### src/rtl/byte_deser_pkg.sv
// Shared types and constants for the byte deserializer slice.
// State encoding is fixed so that it is stable across builds with and
// without the BYTE_DESER_PARITY_EN option.
package byte_deser_pkg;

   typedef enum logic [1:0] {
      IDLE   = 2'b00,
      SHIFT  = 2'b01,
      PARITY = 2'b10,
      STOP   = 2'b11
   } state_t;

   localparam int DEFAULT_WIDTH = 8;

   // Line polarity of the framing bits: start is high, stop is low.
   localparam logic START_BIT = 1'b1;
   localparam logic STOP_BIT  = 1'b0;

endpackage

### src/rtl/byte_deser_shift.sv
// Shift register and bit counter for one serial frame.
// Bits land LSB first at the index held by the counter; the counter
// saturates on the last data bit so it never wraps inside a frame.
// A running XOR of the shifted bits supplies the data parity.
module byte_deser_shift
   import byte_deser_pkg::*;
#(
   parameter int WIDTH = DEFAULT_WIDTH,
   parameter int CNT_W = 3
) (
   input  logic             clk,
   input  logic             rst,
   input  logic             clr,
   input  logic             shift_en,
   input  logic             sdi,
   output logic [WIDTH-1:0] shreg,
   output logic [CNT_W-1:0] cnt,
   output logic             last_bit,
   output logic             parity
);

   assign last_bit = (cnt == CNT_W'(WIDTH - 1));

   // Capture one data bit per shift enable; clear at the start of a frame.
   always_ff @(posedge clk or posedge rst) begin
      if (rst) begin
         shreg  <= '0;
         cnt    <= '0;
         parity <= 1'b0;
      end else if (clr) begin
         shreg  <= '0;
         cnt    <= '0;
         parity <= 1'b0;
      end else if (shift_en) begin
         shreg[cnt] <= sdi;
         parity     <= parity ^ sdi;
         if (!last_bit) begin
            cnt <= cnt + 1'b1;
         end
      end
   end

endmodule

### src/rtl/byte_deserializer.sv
// Serial-to-parallel front end for the load/XOR accumulator.
// Frames: start bit, WIDTH data bits LSB first, optional odd-parity bit,
// stop bit. Each good frame updates word and pulses load for one cycle.
// Build option: define BYTE_DESER_PARITY_EN to add the parity bit and
// make par_err live; otherwise par_err is tied low.
module byte_deserializer
   import byte_deser_pkg::*;
#(
   parameter int WIDTH = DEFAULT_WIDTH,
   parameter int CNT_W = 3
) (
   input  logic             clk,
   input  logic             rst,
   input  logic             sdi,
   input  logic             sen,
   output logic [WIDTH-1:0] word,
   output logic             load,
   output logic             busy,
   output logic             frame_err,
   output logic             par_err
);

   state_t           state;
   logic             clr;
   logic             shift_en;
   logic [WIDTH-1:0] shreg;
   logic [CNT_W-1:0] cnt;
   logic             last_bit;
   logic             parity;
   logic             par_good;

   byte_deser_shift #(
      .WIDTH (WIDTH),
      .CNT_W (CNT_W)
   ) u_shift (
      .clk      (clk),
      .rst      (rst),
      .clr      (clr),
      .shift_en (shift_en),
      .sdi      (sdi),
      .shreg    (shreg),
      .cnt      (cnt),
      .last_bit (last_bit),
      .parity   (parity)
   );

   // Shift-path controls derived from the current state and strobe.
   always_comb begin
      clr      = sen && (state == IDLE) && (sdi == START_BIT);
      shift_en = sen && (state == SHIFT);
   end

   assign busy = (state != IDLE);

`ifdef BYTE_DESER_PARITY_EN
   logic par_ok;

   assign par_good = par_ok;
`else
   logic unused_parity;

   assign par_good      = 1'b1;
   assign par_err       = 1'b0;
   assign unused_parity = parity;
`endif

   // Frame FSM with registered word and one-cycle status pulses.
   always_ff @(posedge clk or posedge rst) begin
      if (rst) begin
         state     <= IDLE;
         word      <= '0;
         load      <= 1'b0;
         frame_err <= 1'b0;
`ifdef BYTE_DESER_PARITY_EN
         par_err   <= 1'b0;
         par_ok    <= 1'b0;
`endif
      end else begin
         load      <= 1'b0;
         frame_err <= 1'b0;
`ifdef BYTE_DESER_PARITY_EN
         par_err   <= 1'b0;
`endif
         if (sen) begin
            case (state)
               IDLE: begin
                  if (sdi == START_BIT) begin
                     state <= SHIFT;
                  end
               end
               SHIFT: begin
                  if (last_bit) begin
`ifdef BYTE_DESER_PARITY_EN
                     state <= PARITY;
`else
                     state <= STOP;
`endif
                  end
               end
`ifdef BYTE_DESER_PARITY_EN
               PARITY: begin
                  // Odd parity: XOR over data and parity bit must be 1.
                  par_ok <= parity ^ sdi;
                  state  <= STOP;
               end
`endif
               STOP: begin
                  frame_err <= (sdi != STOP_BIT);
`ifdef BYTE_DESER_PARITY_EN
                  par_err   <= !par_ok;
`endif
                  if ((sdi == STOP_BIT) && par_good) begin
                     word <= shreg;
                     load <= 1'b1;
                  end
                  state <= IDLE;
               end
               default: state <= IDLE;
            endcase
         end
      end
   end

endmodule

### config.mk
export PLATFORM = sky130hd
export DESIGN_NAME = byte_deserializer
export DESIGN_NICKNAME = d
export VERILOG_FILES = /design/src/rtl/byte_deser_pkg.sv /design/src/rtl/byte_deser_shift.sv /design/src/rtl/byte_deserializer.sv
export SDC_FILE = /design/constraint.sdc
export NUM_CORES = 1
export LEC_CHECK = 0
export ABC_AREA = 1
export BUFFER_PORTS_ARGS = -buffer_cell sky130_fd_sc_hd__buf_4
export CORE_MARGIN = 3
export CORE_UTILIZATION = 55
export CTS_CLUSTER_SIZE = 8
export DETAILED_ROUTE_END_ITERATION = 10
export GPL_ROUTABILITY_DRIVEN = 0
export GPL_TIMING_DRIVEN = 0
export PLACE_DENSITY = 0.85
export SLEW_MARGIN = 10
export SYNTH_ARGS = -nofsm -noshare
export SYNTH_HDL_FRONTEND = slang
export SYNTH_HIERARCHICAL = 1
export SYNTH_SLANG_ARGS = --single-unit
### constraint.sdc
create_clock -name clk -period 1.7 [get_ports clk]
set_input_delay 0.17 -clock clk [delete_from_list [all_inputs] [get_ports clk]]
set_output_delay 0.17 -clock clk [all_outputs]
set_load 0.02 [all_outputs]
# --- After elaboration in Yosys (flattened, before gate mapping) ---
# Index checks and enable logic that the tools add are counted.
word_totals:
  register_bits: 23
  inputBits: 4
  output_inout_bits: 12
  elab_cells: 42
op_classes:
  n_addsub: 1
  magnitude_cmp: 2
  n_eq_ne: 6
  n_mux: 16
  bitwise_logic: 1
  reduce_logical: 10
op_table:
  columns: ["cell", "count"]
  rows:
  - ["$mux 8", 2]
  - ["$mux 3", 3]
  - ["$bwmux 8", 1]
  - ["$mux 1", 6]
  - ["$ne 2x2->1 const B", 3]
  - ["$reduce_and 3->1", 2]
  - ["$logic_and 1x1->1", 4]
  - ["$lt 3x4->1 const B", 1]
  - ["$mux 2", 2]
  - ["$pmux 2 s2", 1]
  - ["$reduce_bool 2->1", 2]
  - ["$add 3x1->3 const B", 1]
  - ["$demux 1 s3", 1]
  - ["$eq 3x3->1 const B", 1]
  - ["$ge 3x1->1 const B", 1]
  - ["$eq 2x1->1 const B", 1]
  - ["$eq 2x2->1 const B", 1]
  - ["$logic_not 2->1", 1]
  - ["$reduce_and 2->1", 1]
  - ["$not 1->1", 1]

# --- Longest topological paths before layout ---
logic_depth:
  depth_word: 7
  mapped_depth: 7
  ltp_nobuf: 7

# --- Cells and area by module ---
# Netlist, hierarchy kept.
modules_own_cells:
  columns: ["module", "instances", "cells_per_inst", "area_each_um2", "seq_area_each_um2"]
  rows:
  - ["byte_deser_shift", 1, 82, 640.6, 300.3]
  - ["byte_deserializer", 1, 60, 525.5, 300.3]

# --- Worst setup path after synthesis ---
# No wires, ideal clock.
synth_timing:
  kind: "register -> register"
  from: "reg state[1]"
  to: "reg u_shift.cnt[1]"
  setup_time_ps: 121
  t_arrival_ps: 1450
  t_required_ps: 1579
  slack_ps: 129
  stages_incl_launch_ff: 6
  path_buffers: 0
  period_less_slack_ps: 1571
  cell_sequence: "dfrtp_1 or2_2 nor2_1 inv_2 o21ai_2 o21ai_1"
synth_via:
  elab_chain_cells: 5
  word_cells_on_any_way: 9
  classes_between: "eq/ne: 2; mux: 1; reduce/logical: 6"
synth_rtl:
  columns: ["element", "line", "rtl"]
  rows:
  - ["start, declared", "byte_deserializer.sv:23", "state_t state;"]
  - ["start signal, assigned", "byte_deserializer.sv:70", "state <= IDLE;"]
  - ["start signal, assigned", "byte_deserializer.sv:88", "state <= SHIFT;"]
  - ["start signal, assigned", "byte_deserializer.sv:96", "state <= STOP;"]
  - ["$logic_not 2->1 (*)", "byte_deserializer.sv:49", "clr = sen && (state == IDLE) && (sdi == START_BIT);"]
  - ["$logic_and 1x1->1 (*) (2 in series)", "byte_deserializer.sv:49", null]
  - ["named net clr", "byte_deserializer.sv:24", "logic clr;"]
  - ["$ne 2x2->1 (no source line) or $reduce_bool 2->1 (tied branches)", null, null]
  - ["$reduce_and 2->1 (no source line)", null, null]
  - ["end signal, assigned", "byte_deser_shift.sv:38", "cnt <= cnt + 1'b1;"]
  - ["end, declared", "byte_deser_shift.sv:17", "output logic [CNT_W-1:0] cnt,"]
# The timed path passes the listed nets; every way through them passes the cells marked *.
# A chain may end at the register's enable or synchronous reset.

# --- Worst setup path after layout ---
layout_timing:
  from: "reg state[1]"
  to: "reg u_shift.cnt[2]"
# The elaborated chain is that of the path after synthesis.

==> results.md <==
- End-of-flow core utilization: 0.719
- Share of the clock period used by the worst path after layout: 0.923
- Clock power share: 0.128
- CTS tree: done
- Total GRT Usage: 0.205
- # placed instances: around 180
- Fill cell count: 140
- Drt via density: approximately 5
- Slew at the pin closest to its max-slew limit: slightly above 0.5 ns
- Arrival time of the worst setup path: 1.77 ns
- Clk Latency, worst-skew pair: 0.30 ns
- # clock sinks: 23
- Setup Total Neg Slack: 0 ns
- Detailed placer's ending HPWL: approximately 1.7 mm
- Clock Skews: 0.00761 ns
- Post-CTS setup repair buffer count: 0
- Wire length per cell: 12.4 um
- MaxCap Viol Count: 0
- Final number of max-transition violations: 0
- Multi-input combinational cell area: 480 um^2
- Via count of the first global-routing pass: 939
- Placeable Area: 1820 um^2
- Logic gate share of total power: 0.425
- Crit start category: register
- Hold Fails Final Rpt: 0
- Switching pwr: 0.808 mW
- Number of buffers added by the clock tree synthesis step: 3
- DR vias: 923
- Maximum number of pins on one net before global-route repair: 14
- Final Worst Setup Slack: ~0.13 ns
- WS Path Type: register to register
- Gate count of the mapped netlist: 138
- Outcome: finished, final reports clean
- Mean area per synthesized cell: 8.17 um^2
- Internal Pwr Total: roughly 1.1 mW
- Buffer depth of the longest clock path: 2
- Wirelength, routed: 2.25 mm
- Net count of the mapped netlist: 144
- Final non-filler cell total: 182
- DRC violation count after routing: 0
- Unrepaired setup endpoints after global routing: false
- Initial antenna violation count: 0
- First drt pass iteration count: 5
- FMAX: 0.637 GHz
- Area taken by flip-flops and latches: 576 um^2
- DIE HEIGHT: 51.3 um
- Worst-path clk slew: 0.13 ns
- X dimension of the die: between 50 and 60 um
- Area of the mapped netlist: ~1100 um^2
- Final Net Count: around 160
- Cell Rows: 15
- Tightest slew margin relative to the limit: 0.653
- Power Dens Cells: 1480 nW/um^2
- Layout-stage area growth over the synthesis result: 16.1%
- Starting density of the core: 0.619
- Part of the total power dissipated in sequential elements: 0.448
- Root Buffer Master: sky130_fd_sc_hd__clkbuf_4
- Setup slack after placement: -0.00295 ns
- Share of layout cells above drive strength 1: 0.236
- Final critical delay including setup and external delays: 1.57 ns
- Peak VDD IR: 0.000788 V
- Hold Path Class: input port to register
- Fraction of power spent switching nets: 0.418
- Number of placed I/O pins: 16
- Critical path data required time: ~1.9 ns
- Yosys warning total: 6
- Number of nets with antenna violations after routing: 0
- Sort of element at the end of the critical path: register
- Final count of negative-setup-slack endpoints: 0
- Post-Route Hold Slack: 0.116 ns
- Depth of the most critical reg-to-reg path: 5
- Die ar.: 2630 um^2
- Number of buffers added on ports: 14
- H-tree levels: 1
- First-pass GRT wire length: approximately 4 mm
- DR iter-0 viols: 48
- Leakage power: between 0.7 and 0.8 nW
- Hold Path Cell Cnt: 3
- Diode insertion count for antenna repair: 0
- Overflow after GRT: 0
- CP Max Fanout: 9
[critical path, cell delays in order (launching register included)]
cell and delay, ns:
sky130_fd_sc_hd__dfrtp_1 0.47, sky130_fd_sc_hd__or2_2 0.34, sky130_fd_sc_hd__nor2_2 0.29, sky130_fd_sc_hd__inv_2 0.17, sky130_fd_sc_hd__nand3_1 0.13, sky130_fd_sc_hd__o21ai_1 0.07
[metrics by stage]
step                      cell area, um^2  power (mW)
after floorplan                      1130        1.43
after global placement               1260        1.63
after detailed placement             1260        1.68
after CTS                            1310        1.94
after global routing                 1310        2.09
final                                1310        1.93
[path summary, 6_finish.rpt]
path | start | end | slack, ns
min reg2reg | word[4] | word[4] | 0.49
max | state[1] | u_shift/cnt[2] | 0.13
max reg2reg | state[1] | u_shift/cnt[2] | 0.13
min | sen | state[1] | 0.12
min in group asynchronous | rst | u_shift/shreg[7] | 0.43
max in group asynchronous | rst | word[6] | 0.92
[flip-flops by register name, summed over array words and instances (netlist names)]
signal	count
load	1
u_shift/cnt	3
word	8
state	2
u_shift/shreg	8
frame_err	1
[power by group through the flow]
| stage | logic (mW) | registers (mW) | clock network, mW |
|---|---|---|---|
| after detailed placement | 0.808 | 0.876 | 0 |
| after CTS | 0.821 | 0.864 | 0.256 |
| after global placement | 0.774 | 0.860 | 0 |
| after floorplan | 0.516 | 0.916 | 0 |
| after global routing | 0.925 | 0.892 | 0.278 |
| final | 0.821 | 0.865 | 0.247 |
[layer usage]
| layer | part of all wire | GRT usage | vias to the layer above |
|---|---|---|---|
| met5 | 0 | 0 | - |
| met4 | 0.0053 | 0.0524 | 0 |
| met3 | 0.033 | 0.0262 | 2 |
| met2 | 0.54 | 0.391 | 23 |
| met1 | 0.42 | 0.239 | 425 |
| li1 | - | - | 473 |
[placed cells by master, fill, tap and decap left out, drive strengths merged]
cell	instances
o21ai	4
clkinv	2
dlygate4sd3	1
conb	1
nand4	1
nand2	45
dfrtp	23
or2	1
nor3	1
nand3	25
buf	16
ha	2
clkbuf	3
inv	16
nor2	16
[area by class of cell]
class / instances / share of cell area
buffer: 2 / 0.0115
clock buffer: 3 / 0.0172
clock inverter: 1 / 0.00382
inverter: 17 / 0.0488
multi-input combinational: 96 / 0.367
sequential: 23 / 0.440
tap: 25 / 0.0239
timing repair buffer: 15 / 0.0880
[what timing repair did]
action	CTS	global route
hold buffers	1	0
endpoints found under the setup margin	7	0
endpoints found under the hold margin	23	0
resized for setup	2	0
Power figures use the tool's default switching activity.
